### src/rtl/seven_seg_capture.sv
// Samples multiplexed 7-segment anode/cathode/dp pins and rebuilds per-digit segment and hex values.
// Optional SEVEN_SEG_CAPTURE_ERR_CNT_EN adds a saturating multi-anode error counter output.
module seven_seg_capture #(
  parameter int C_NUM_DIGITS     = 4,
  parameter int C_SETTLE_CYCLES  = 16,
  parameter int C_TIMEOUT_CYCLES = 1000000,
  parameter     C_CATHODE_POLARITY = "ACTIVE_LOW",
  parameter     C_ANODE_POLARITY   = "ACTIVE_LOW"
) (
  input  logic                      clk,
  input  logic                      rst,
  input  logic                      en,
  input  logic [C_NUM_DIGITS-1:0]   anode_in,
  input  logic [6:0]                cathode_in,
  input  logic                      dp_in,
  output logic [C_NUM_DIGITS*8-1:0] digits,
  output logic [C_NUM_DIGITS*4-1:0] hex,
  output logic [C_NUM_DIGITS-1:0]   hex_valid,
  output logic                      frame_done,
  output logic                      stale
`ifdef SEVEN_SEG_CAPTURE_ERR_CNT_EN
  ,
  output logic [15:0]               err_cnt
`endif
);

  localparam int SW = $clog2(C_SETTLE_CYCLES + 1);
  localparam int TW = $clog2(C_TIMEOUT_CYCLES);
  localparam int IW = (C_NUM_DIGITS > 1) ? $clog2(C_NUM_DIGITS) : 1;
  localparam int WW = C_NUM_DIGITS + 8;
  localparam logic [SW-1:0] SETTLE_LAST = SW'(C_SETTLE_CYCLES - 1);
  localparam logic [SW-1:0] SETTLE_MAX  = SW'(C_SETTLE_CYCLES);
  localparam logic [TW-1:0] TOUT_LAST   = TW'(C_TIMEOUT_CYCLES - 1);
  localparam bit ANODE_INV = (C_ANODE_POLARITY == "ACTIVE_LOW");
  localparam bit SEG_INV   = (C_CATHODE_POLARITY == "ACTIVE_HIGH");

  // Returns {legal, nibble} for an active-low g..a pattern.
  function automatic logic [4:0] decode_seg(input logic [6:0] s);
    case (s)
      7'b1000000: decode_seg = 5'h10;
      7'b1111001: decode_seg = 5'h11;
      7'b0100100: decode_seg = 5'h12;
      7'b0110000: decode_seg = 5'h13;
      7'b0011001: decode_seg = 5'h14;
      7'b0010010: decode_seg = 5'h15;
      7'b0000010: decode_seg = 5'h16;
      7'b1111000: decode_seg = 5'h17;
      7'b0000000: decode_seg = 5'h18;
      7'b0010000: decode_seg = 5'h19;
      7'b0001000: decode_seg = 5'h1A;
      7'b0000011: decode_seg = 5'h1B;
      7'b1000110: decode_seg = 5'h1C;
      7'b0100001: decode_seg = 5'h1D;
      7'b0000110: decode_seg = 5'h1E;
      7'b0001110: decode_seg = 5'h1F;
      default:    decode_seg = 5'h00;
    endcase
  endfunction

  function automatic logic [IW-1:0] anode_index(input logic [C_NUM_DIGITS-1:0] a);
    anode_index = '0;
    for (int i = 0; i < C_NUM_DIGITS; i++)
      if (a[i]) anode_index = IW'(i);
  endfunction

  logic [C_NUM_DIGITS-1:0] anode_p0, anode_p1;
  logic [7:0]              seg_p0, seg_p1;
  logic [WW-1:0]           word_p2;
  logic [C_NUM_DIGITS-1:0] anode_n;
  logic [7:0]              seg_n;
  logic [WW-1:0]           word;
  logic [SW-1:0]           settle_cnt;
  logic [TW-1:0]           tout_cnt;
  logic [C_NUM_DIGITS-1:0] seen;
  logic [C_NUM_DIGITS-1:0] seen_next;
  logic                    settled, onehot, commit, tout;
  logic [IW-1:0]           idx;
  logic [4:0]              dec;

  // Stage p0/p1: two-flop synchroniser on raw pins
  always_ff @(posedge clk) begin
    anode_p0 <= anode_in;
    seg_p0   <= {dp_in, cathode_in};
    anode_p1 <= anode_p0;
    seg_p1   <= seg_p0;
  end

  assign anode_n = ANODE_INV ? ~anode_p1 : anode_p1;
  assign seg_n   = SEG_INV ? ~seg_p1 : seg_p1;
  assign word    = {anode_n, seg_n};

  // Stage p2: previous-cycle word for the settle comparison
  always_ff @(posedge clk) begin
    word_p2 <= word;
  end

  assign settled   = en && (word == word_p2) && (settle_cnt == SETTLE_LAST);
  assign onehot    = $onehot(anode_n);
  assign commit    = settled && onehot;
  assign tout      = en && !commit && (tout_cnt == TOUT_LAST);
  assign idx       = anode_index(anode_n);
  assign dec       = decode_seg(seg_n[6:0]);
  assign seen_next = seen | anode_n;

  always_ff @(posedge clk) begin
    if (rst || !en) begin
      settle_cnt <= '0;
      tout_cnt   <= '0;
      seen       <= '0;
    end else begin
      if (word != word_p2)
        settle_cnt <= '0;
      else if (settle_cnt != SETTLE_MAX)
        settle_cnt <= settle_cnt + SW'(1);

      if (commit)
        tout_cnt <= '0;
      else if (tout_cnt != TOUT_LAST)
        tout_cnt <= tout_cnt + TW'(1);

      if (commit)
        seen <= (&seen_next) ? '0 : seen_next;
      else if (tout)
        seen <= '0;
    end
  end

  always_ff @(posedge clk) begin
    if (rst) begin
      digits     <= '1;
      hex        <= '0;
      hex_valid  <= '0;
      frame_done <= 1'b0;
      stale      <= 1'b1;
    end else begin
      frame_done <= commit && (&seen_next);
      if (commit) begin
        digits[8*idx +: 8] <= seg_n;
        hex[4*idx +: 4]    <= dec[3:0];
        hex_valid[idx]     <= dec[4];
        stale              <= 1'b0;
      end else if (tout) begin
        digits    <= '1;
        hex_valid <= '0;
        stale     <= 1'b1;
      end
    end
  end

`ifdef SEVEN_SEG_CAPTURE_ERR_CNT_EN
  always_ff @(posedge clk) begin
    if (rst)
      err_cnt <= '0;
    else if (settled && !onehot && (|anode_n) && (err_cnt != 16'hFFFF))
      err_cnt <= err_cnt + 16'd1;
  end
`endif

endmodule
### config.mk
export PLATFORM = sky130hd
export DESIGN_NAME = seven_seg_capture
export DESIGN_NICKNAME = d
export VERILOG_FILES = /design/src/rtl/seven_seg_capture.sv
export SDC_FILE = /design/constraint.sdc
export NUM_CORES = 1
export LEC_CHECK = 0
export CAP_MARGIN = 10
export CORE_MARGIN = 2
export CORE_UTILIZATION = 45
export DETAILED_ROUTE_END_ITERATION = 12
export GPL_ROUTABILITY_DRIVEN = 0
export PLACE_DENSITY_LB_ADDON = 0.1
export SLEW_MARGIN = 20
export SYNTH_ARGS = -nofsm -noshare
export SYNTH_HDL_FRONTEND = slang
export SYNTH_SLANG_ARGS = --single-unit
### constraint.sdc
create_clock -name clk -period 4.22 [get_ports clk]
set_input_delay 0.422 -clock clk [delete_from_list [all_inputs] [get_ports clk]]
set_output_delay 0.422 -clock clk [all_outputs]
set_load 0.005 [all_outputs]
==> metrics.txt <==
outcome complete, no violations; WP data arrival 3770 ps; Worst Setup End Kind flop; met2 Use GR 30.39%; clock latency on the worst-skew pair 530 ps; gr usage total approximately 20%; Routed WL per cell approximately 15 um; Netlist cell types 53; Async SR Flop Fraction 0%; met3 usage between 6 and 7%; via count 3822; max cap viols 0; hold path start seg_p0[7]$_DFF_P_; initial antenna violation count 0; post-synth top area share about half; Top Ports 69; element type at the critical path start flop; Root Driver clkbuf_8; DR pass1 iterations 4; gr ovfl total 0; Syn Nets 531; Max Clock Skew 11.34 ps; first-pass GRT wire length roughly 18 mm; reg-to-reg slack, setup 840 ps; area of placed instances between 5000 and 6000 um^2; R2R depth 10; area delta synth->final 29.58%; hold path depth 0; sink of the worst hold path seg_n[7]$_DFF_P_; synth top area cells dfxtp_1, o211ai_1, nand2_1; DRC 0; Synth Cell Area 4771 um^2; FP Rows 37; antenna viol nets, final 0; met1 Usage GRT 25.42%; post-synthesis sequential element count 119; warning count from the yosys run 0; fin area around 6000 um^2; maximum fanout along the worst path 33; endpoints failing hold 0; CTS Buf Count 17; post-CTS setup buffers 0; Non-Filler Instances 726; Seq/Total Area, Yosys 49.93%; Final setup violation count 0; clock-pin slew on the worst setup and hold paths 60 ps; worst path required time 4610 ps; Die X 107.0 um; Post-synth EDFFs 0; GRT busiest layer met2; CTS tree done; Worst Hold Class flop to flop; Mapped Cells 509; share of cells above drive strength 1 under 10%; Starting DRT DRC Count 139; crit path kind flop to flop; setup TNS 0 ps; clock sinks 119; worst rel slew slack 33.01%; cts repair resizes 0; CTS max path bufs 2; most common flop cell mapped by yosys dfxtp_1; Slew Limit Fails 0; vias in the first global route between 3000 and 4000; Max rail drop VDD 276.8 uV; Via density ~5.3; Post-Route WL 10.69 mm; Starting Density 46.21%; Final Critical Period 3381 ps; level count of the clock H-tree 4; worst slew pin tran about 1000 ps; n_diodes 0; Hold Buf Count CTS 0; Multi-input gate area 2127 um^2; total leakage power roughly 2.4 nW; power per cell area roughly 440 nW/um^2; sequential standard cell area between 2000 and 2500 um^2; Core Footprint 10320 um^2; DP Cell Count 694; Final nets between 500 and 600; RSZ-0062 raised after global routing no; IO buf count between 60 and 70; largest net degree at the start of global routing 34; dpl hpwl 7.171 mm; reg2reg end digits[21]$_SDFFE_PP1P_; maximum clock frequency about 300 MHz; Hold Worst Slack 325.0 ps; post-layout util 59.88%; worst reg2reg startpoint anode_p1[3]$_DFF_P_; full die area ~11000 um^2; Die H 107.0 um; Final period util 80.13%; area leader, netlist dfxtp_1; fillers 885; syn avg cell area 9.373 um^2
layer usage:
metal | vias up | part of all wire [%]
met5 | - | 0
met4 | 0 | 2.0
met3 | 20 | 5.4
met2 | 103 | 45
met1 | 1798 | 47
li1 | 1901 | -
state kept, by name, indices dropped and copies added (netlist names):
name	count
frame_done	1
digits	32
seen	4
stale	1
word_p2	12
hex	16
tout_cnt	20
seg_n	8
hex_valid	4
settle_cnt	5
seg_p0	8
anode_p1	4
anode_p0	4
kinds of logic (layout without fill, tap and decap cells):
group / count (synthesis) / in the layout / share of synthesized area (%)
simple gates: 191 / 191 / 21.40
buf+inv: 68 / 149 / 5.638
xor+xnor: 30 / 30 / 5.507
compound gates: 79 / 79 / 11.33
flops: 119 / 119 / 49.93
fa+ha+maj: 7 / 7 / 1.993
mux: 15 / 15 / 4.196
area by class of cell:
class | instances | area share (%)
Multi-Input combinational cell | 322 | 34.41
Clock buffer | 17 | 6.699
Timing Repair Buffer | 73 | 11.62
Clock inverter | 15 | 3.319
Tap cell | 136 | 2.752
Inverter | 44 | 2.672
Sequential cell | 119 | 38.53
cell usage after synthesis (2+ instances only):
cell,number
nor2b_1,5
a211oi_1,2
nand2_1,57
buf_2,8
nor4_2,4
o211ai_1,34
nor2_1,39
xor2_1,11
nor3b_1,4
mux2i_4,4
xnor2_1,19
and3_1,5
inv_1,43
nand2b_1,10
nor4b_1,3
or4b_1,2
nand3_1,26
ha_1,6
nor4_1,2
and4_1,5
nor3_1,5
o21ai_0,8
nand4_1,12
and2_1,3
a21oi_1,15
clkbuf_1,14
a311oi_1,2
a31oi_1,4
dfxtp_1,119
o22ai_1,5
mux2i_1,11
worst max path at each step:
stage                                    from                         to  slack (ps)  cells past startpoint
final                     anode_p1[3]$_DFF_P_    digits[21]$_SDFFE_PP1P_         840                     10
after global routing      anode_p1[3]$_DFF_P_    digits[21]$_SDFFE_PP1P_         620                     10
after CTS                 anode_p1[3]$_DFF_P_    digits[21]$_SDFFE_PP1P_         860                     10
after detailed placement  anode_p1[3]$_DFF_P_     digits[0]$_SDFFE_PP1P_         850                     10
after global placement    anode_p1[3]$_DFF_P_     digits[6]$_SDFFE_PP1P_         930                     10
after floorplan           anode_p1[0]$_DFF_P_  tout_cnt[10]$_SDFFE_PP0P_        1280                     11
power breakdown:
group,switching (W),internal [W]
logic,0.0000430,0.0000341
clock network,0.000532,0.000959
registers,0.0000296,0.00114
total,0.000605,0.00214
critical path, stage by stage, from the launching register on:
cell      delay, ps
dfxtp_1         560
fa_1            480
inv_1            60
ha_1            140
ha_1            220
and4bb_2        340
nand2_1          80
or4_4           640
a41oi_2         200
buf_4           350
o211ai_1        150
cell usage in the layout, fill, tap and decap left out, drive strengths merged, types with 2 or more instances in the layout:
master and count:
and4 5, bufinv 4, clkdlybuf4s50 68, clkbuf 17
o211ai 34, clkinvlp 6, nor2 39, or4b 3
nor2b 5, nand3 27, inv 43, xnor2 19
o22ai 5, and3 5, o21ai 9, a21oi 15
nand2 58, a31oi 4, nand4 12, nor3b 4
mux2i 15, nand2b 10, a211oi 2, nor3 5
and2 3, nor4b 3, dfxtp 119, buf 5
clkinv 6, xor2 11, nor4 7, ha 6
a311oi 2
stage by stage:
step | power [W] | setup WS, ps
floorplan | 0.001242 | 1282
global placement | 0.001272 | 934.5
detailed placement | 0.001273 | 848.4
CTS | 0.002769 | 858.2
global route | 0.002828 | 620.2
finish | 0.002741 | 838.7
No activity file was read; power rests on OpenSTA's default activity.
